File: src/rtl/dat_read_seq.sv
// DAT read sequencer: walks a multi-block read, one rd_start_o per block, gated on buffer room,
// with a per-block data timeout, sticky error aggregation and a registered word path to the buffer.
module dat_read_seq #(
  parameter int MaxBlockBitSize = 12,
  parameter int TimeoutWidth    = 20
) (
  input  logic                       sd_clk_i,
  input  logic                       rst_ni,
  input  logic                       start_i,
  input  logic                       stop_i,
  input  logic [15:0]                block_count_i,
  input  logic [MaxBlockBitSize-1:0] block_size_i,
  input  logic [TimeoutWidth-1:0]    timeout_i,
  input  logic                       buf_ready_i,
  output logic                       rd_start_o,
  output logic [MaxBlockBitSize-1:0] rd_block_size_o,
  output logic                       rd_abort_o,
  input  logic                       rd_data_valid_i,
  input  logic [31:0]                rd_data_i,
  input  logic                       rd_done_i,
  input  logic                       rd_crc_err_i,
  input  logic                       rd_end_bit_err_i,
  output logic                       data_valid_o,
  output logic [31:0]                data_o,
  output logic                       clk_stop_o,
  output logic                       busy_o,
  output logic                       block_done_o,
  output logic                       xfer_done_o,
  output logic                       crc_err_o,
  output logic                       end_bit_err_o,
  output logic                       timeout_err_o,
  output logic [15:0]                blocks_left_o
);

  typedef enum logic [2:0] {
    S_IDLE,
    S_WAIT_BUF,
    S_ARM,
    S_RECV,
    S_DONE
  } state_e;

  state_e                     r_state;
  logic [TimeoutWidth-1:0]    r_tmo;
  logic [TimeoutWidth-1:0]    r_tmo_cnt;
  logic                       r_stop_pend;
  logic [MaxBlockBitSize-1:0] r_blk_size;
  logic [15:0]                r_blocks_left;
  logic                       r_rd_start, r_abort, r_data_valid, r_clk_stop, r_busy;
  logic                       r_block_done, r_xfer_done, r_crc_err, r_eb_err, r_to_err;
  logic [31:0]                r_data;

  logic                    w_stop;
  logic                    w_tmo_hit;
  logic                    w_blk_err;
  logic [15:0]             w_left_dec;
  logic [TimeoutWidth-1:0] w_tmo_eff;

  // A stop arriving in the same cycle as a boundary decision counts as pending.
  assign w_stop     = r_stop_pend | stop_i;
  assign w_tmo_hit  = (r_tmo_cnt == (r_tmo - TimeoutWidth'(1)));
  assign w_blk_err  = rd_crc_err_i | rd_end_bit_err_i;
  assign w_left_dec = (r_blocks_left != 16'd0) ? (r_blocks_left - 16'd1) : 16'd0;
  assign w_tmo_eff  = (timeout_i == '0) ? '1 : timeout_i;

  always_ff @(posedge sd_clk_i) begin
    if (!rst_ni) begin
      r_state       <= S_IDLE;
      r_tmo         <= '0;
      r_tmo_cnt     <= '0;
      r_stop_pend   <= 1'b0;
      r_blk_size    <= '0;
      r_blocks_left <= '0;
      r_rd_start    <= 1'b0;
      r_abort       <= 1'b0;
      r_data_valid  <= 1'b0;
      r_data        <= '0;
      r_clk_stop    <= 1'b0;
      r_busy        <= 1'b0;
      r_block_done  <= 1'b0;
      r_xfer_done   <= 1'b0;
      r_crc_err     <= 1'b0;
      r_eb_err      <= 1'b0;
      r_to_err      <= 1'b0;
    end else begin
      r_rd_start   <= 1'b0;
      r_abort      <= 1'b0;
      r_block_done <= 1'b0;
      r_xfer_done  <= 1'b0;
      r_clk_stop   <= 1'b0;

      // Words are only meaningful while a block is being received.
      r_data_valid <= (r_state == S_RECV) && rd_data_valid_i;
      if ((r_state == S_RECV) && rd_data_valid_i) r_data <= rd_data_i;

      if ((r_state != S_IDLE) && stop_i) r_stop_pend <= 1'b1;

      case (r_state)
        S_IDLE: begin
          r_stop_pend <= 1'b0;
          if (start_i) begin
            r_blk_size    <= block_size_i;
            r_tmo         <= w_tmo_eff;
            r_blocks_left <= block_count_i;
            r_crc_err     <= 1'b0;
            r_eb_err      <= 1'b0;
            r_to_err      <= 1'b0;
            r_busy        <= 1'b1;
            r_state       <= (block_count_i == 16'd0) ? S_DONE : S_WAIT_BUF;
          end
        end
        S_WAIT_BUF: begin
          if (w_stop)           r_state <= S_DONE;
          else if (buf_ready_i) r_state <= S_ARM;
          else                  r_clk_stop <= 1'b1;
        end
        S_ARM: begin
          r_tmo_cnt  <= '0;
          r_rd_start <= 1'b1;
          r_state    <= S_RECV;
        end
        S_RECV: begin
          if (rd_done_i) begin
            if (w_blk_err) begin
              r_crc_err <= r_crc_err | rd_crc_err_i;
              r_eb_err  <= r_eb_err  | rd_end_bit_err_i;
              r_state   <= S_DONE;
            end else begin
              r_block_done  <= 1'b1;
              r_blocks_left <= w_left_dec;
              r_state       <= ((w_left_dec == 16'd0) || w_stop) ? S_DONE : S_WAIT_BUF;
            end
          end else if (w_tmo_hit) begin
            r_to_err <= 1'b1;
            r_abort  <= 1'b1;
            r_state  <= S_DONE;
          end else begin
            r_tmo_cnt <= r_tmo_cnt + TimeoutWidth'(1);
          end
        end
        S_DONE: begin
          r_xfer_done <= 1'b1;
          r_busy      <= 1'b0;
          r_state     <= S_IDLE;
        end
        default: r_state <= S_IDLE;
      endcase
    end
  end

  assign rd_start_o      = r_rd_start;
  assign rd_block_size_o = r_blk_size;
  assign rd_abort_o      = r_abort;
  assign data_valid_o    = r_data_valid;
  assign data_o          = r_data;
  assign clk_stop_o      = r_clk_stop;
  assign busy_o          = r_busy;
  assign block_done_o    = r_block_done;
  assign xfer_done_o     = r_xfer_done;
  assign crc_err_o       = r_crc_err;
  assign end_bit_err_o   = r_eb_err;
  assign timeout_err_o   = r_to_err;
  assign blocks_left_o   = r_blocks_left;

endmodule
File: config.mk
export PLATFORM = sky130hd
export DESIGN_NAME = dat_read_seq
export DESIGN_NICKNAME = d
export VERILOG_FILES = /design/src/rtl/dat_read_seq.sv
export SDC_FILE = /design/constraint.sdc
export NUM_CORES = 1
export LEC_CHECK = 0
export ABC_AREA = 1
export BUFFER_PORTS_ARGS = -buffer_cell sky130_fd_sc_hd__buf_2
export CAP_MARGIN = 10
export CORE_MARGIN = 10
export CORE_UTILIZATION = 45
export CTS_CLUSTER_SIZE = 8
export DETAILED_ROUTE_END_ITERATION = 8
export PLACE_DENSITY = 0.79
export SETUP_SLACK_MARGIN = 0.3
export SYNTH_ARGS = -nofsm -noshare
export SYNTH_HDL_FRONTEND = slang
export SYNTH_SLANG_ARGS = --single-unit
export TNS_END_PERCENT = 10
File: constraint.sdc
create_clock -name sd_clk_i -period 2.1 [get_ports sd_clk_i]
set_input_delay 0.315 -clock sd_clk_i [delete_from_list [all_inputs] [get_ports sd_clk_i]]
set_output_delay 0.315 -clock sd_clk_i [all_outputs]
set_load 0.02 [all_outputs]
==> results.json <==
{
  "status": "finished clean",
  "power_mw": 11.32,
  "cts_max_level": 4,
  "drt_iter0_drc": 487,
  "drc": 0,
  "place_ws_ps": 7.377,
  "power_leakage_nw": 3.617,
  "start_kind": "flop",
  "syn_to_final_growth_pct": 31.53,
  "fmax_mhz": 476.3,
  "synthArstFlopShare_pct": 0,
  "fin_setup_tns_ps": 0,
  "grt_pass1_wl_mm": 30.09,
  "crit_arrival_ps": 2450,
  "fin_util_pct": 60.92,
  "fin_skew_ps": 10.08,
  "antenna_found_initial": 0,
  "clk_latency_ps": 430,
  "cp.required_ps": 2460,
  "fin_cells": 1287,
  "p_per_area_nw_per_um2": 1386,
  "ir_drop_v": 0.0009190,
  "firstDrtPassIters": 6,
  "min_period_ps": 2099,
  "setup_viol": 0,
  "syn_avg_cell_area_um2": 6.660,
  "avgViaCountPerCell": 5.355,
  "ys_seq_area_share_pct": 36.77,
  "via_count": 6892,
  "hold_viol": 0,
  "clk_pin_slew_ps": 50,
  "dpl-instance-area_um2": 7330,
  "die_w_um": 137.4,
  "detail-route-antenna-nets": 0,
  "gr-total-overflow": 0,
  "final_common_cell": "nand2_1",
  "start_util_pct": 46.32,
  "synth.distinct_cells": 40,
  "ys_seq_elements": 114,
  "ys.flop_type": "dfxtp_1",
  "syn-num-nets": 1024,
  "place_inst": 1250,
  "wl_per_cell_um": 15.30,
  "synth_area_um2": 6207,
  "port_buffers": 158,
  "place.gp.congestion": 0.9694,
  "fin_nets": 1190,
  "synth_warnings": 0,
  "grt_max_degree": 40,
  "dieArea_um2": 18890,
  "cts_root_buffer": "clkbuf_16",
  "synth-edff-count": 0,
  "synthesis.instances": 932,
  "maxCapViolations": 0,
  "mostFrequentLayoutCells": "nand2_1 (181), buf_2 (158), nor2_1 (126), dfxtp_1 (110), nand3_1 (88)",
  "final_layout_size_suffix_gt1_share_pct": 27.18,
  "dp_hpwl_mm": 14.18,
  "clock-sinks": 114,
  "design_area_um2": 8164,
  "worst_pin_slew_ps": 640.5,
  "drv_slew": 0,
  "grt_pass1_vias": 6225,
  "grt_setup_unrepaired": "true",
  "slew_headroom_pct": 57.26,
  "critPathCaptureType": "flop",
  "cts_tree": "done",
  "crit_type": "reg -> reg",
  "grt_usage_pct": 19.53,
  "antennaDiodeCount": 0,
  "fp.dieH_um": 137.4,
  "fin_crit_sh_pct": 99.98,
  "crit_fanout": 7,
  "layout_setup_ws_ps": 0.5045,
  "cts.path.max_buffers": 2,
  "coreArea_um2": 13400,
  "hold_path_class": "in -> reg",
  "row_count": 42,
  "whs_ps": 116.5,
  "cts_buffers": 17,
  "drt-total-wl_mm": 19.69,
  "pin_count": 159
}
-- power by group --
| group | total [mW] | switching (mW) | internal [mW] |
|---|---|---|---|
| registers | 3.11 | 0.456 | 2.65 |
| clock network | 2.88 | 1.10 | 1.79 |
| logic | 5.32 | 3.46 | 1.87 |
-- cells by family after synthesis --
kind of cell             synth area share (%)
flip-flops                              36.77
buffers and inverters                   8.204
adder cells (fa/ha/maj)                0.6048
AND/OR/NAND/NOR                         34.83
AO/OA/AOI/OAI                           14.23
XOR/XNOR                                5.362
-- final cells by class --
cell class                      instances  area [um^2]
Sequential cell                       114         2287
Tap cell                              176        220.2
Multi-Input combinational cell        693         3618
Clock buffer                           18        439.2
Fill cell                            1200         5236
Clock inverter                         14        152.6
Timing Repair Buffer                  197         1159
Inverter                               75        287.8
-- sequential cells by signal (all words and copies together), names as in the netlist, 3 cells and up --
signal	count
r_tmo	20
data_o	32
rd_block_size_o	12
r_tmo_cnt	20
blocks_left_o	16
r_state	3
-- worst max-delay path, stage by stage (launching register included) --
cell	delay, ps
dfxtp_2	370
inv_2	50
ha_4	170
nand2_2	70
inv_2	30
nor2_2	80
xor2_1	150
nand3_1	90
nor2_1	140
nand2_1	80
nor2_2	140
nand3_4	130
nand2_8	150
clkbuf_16	180
nand3_2	60
a21oi_2	130
-- timing repair --
action	CTS	global route
setup buffers	1	2
gates resized for setup	4	48
hold buffers	0	0
endpoints found under the setup margin	48	75
pin swaps	3	35
cloned	0	2
-- worst paths after layout --
kind / start / to / slack (ps) / cells after the start
hold reg to reg: data_o[11] / data_o[11] / 460 / 2
setup / recovery: r_tmo[1] / r_tmo_cnt[17] / 0.5 / 15
setup reg to reg: r_tmo[1] / r_tmo_cnt[17] / 0.5 / 15
hold / removal: block_size_i[5] / rd_block_size_o[5] / 120 / 3
-- per-layer routing --
metal / GRT usage (%) / vias to the layer above / wire, um
met1: 23.71 / 3174 / 8168
met2: 32.36 / 256 / 9716
li1: - / 3427 / -
met5: 0 / - / 0
met3: 4.989 / 35 / 1357
met4: 7.611 / 0 / 447
-- synthesized netlist by cell type, types with 7 or more instances --
cell | count | area, um^2
nand4_1 | 19 | 118.9
o21ai_0 | 42 | 210.2
nor3_1 | 17 | 85.08
nand3_1 | 99 | 495.5
buf_2 | 8 | 40.04
a31oi_1 | 8 | 50.05
nor2_1 | 141 | 529.3
inv_1 | 68 | 255.2
xnor2_1 | 12 | 105.1
clkbuf_1 | 34 | 127.6
dfxtp_1 | 114 | 2282
nand2_1 | 186 | 698.2
a21oi_1 | 84 | 420.4
nor4_1 | 7 | 43.79
xor2_1 | 26 | 227.7
a221oi_1 | 14 | 122.6
Note: power is estimated with default switching activity, not from simulation.
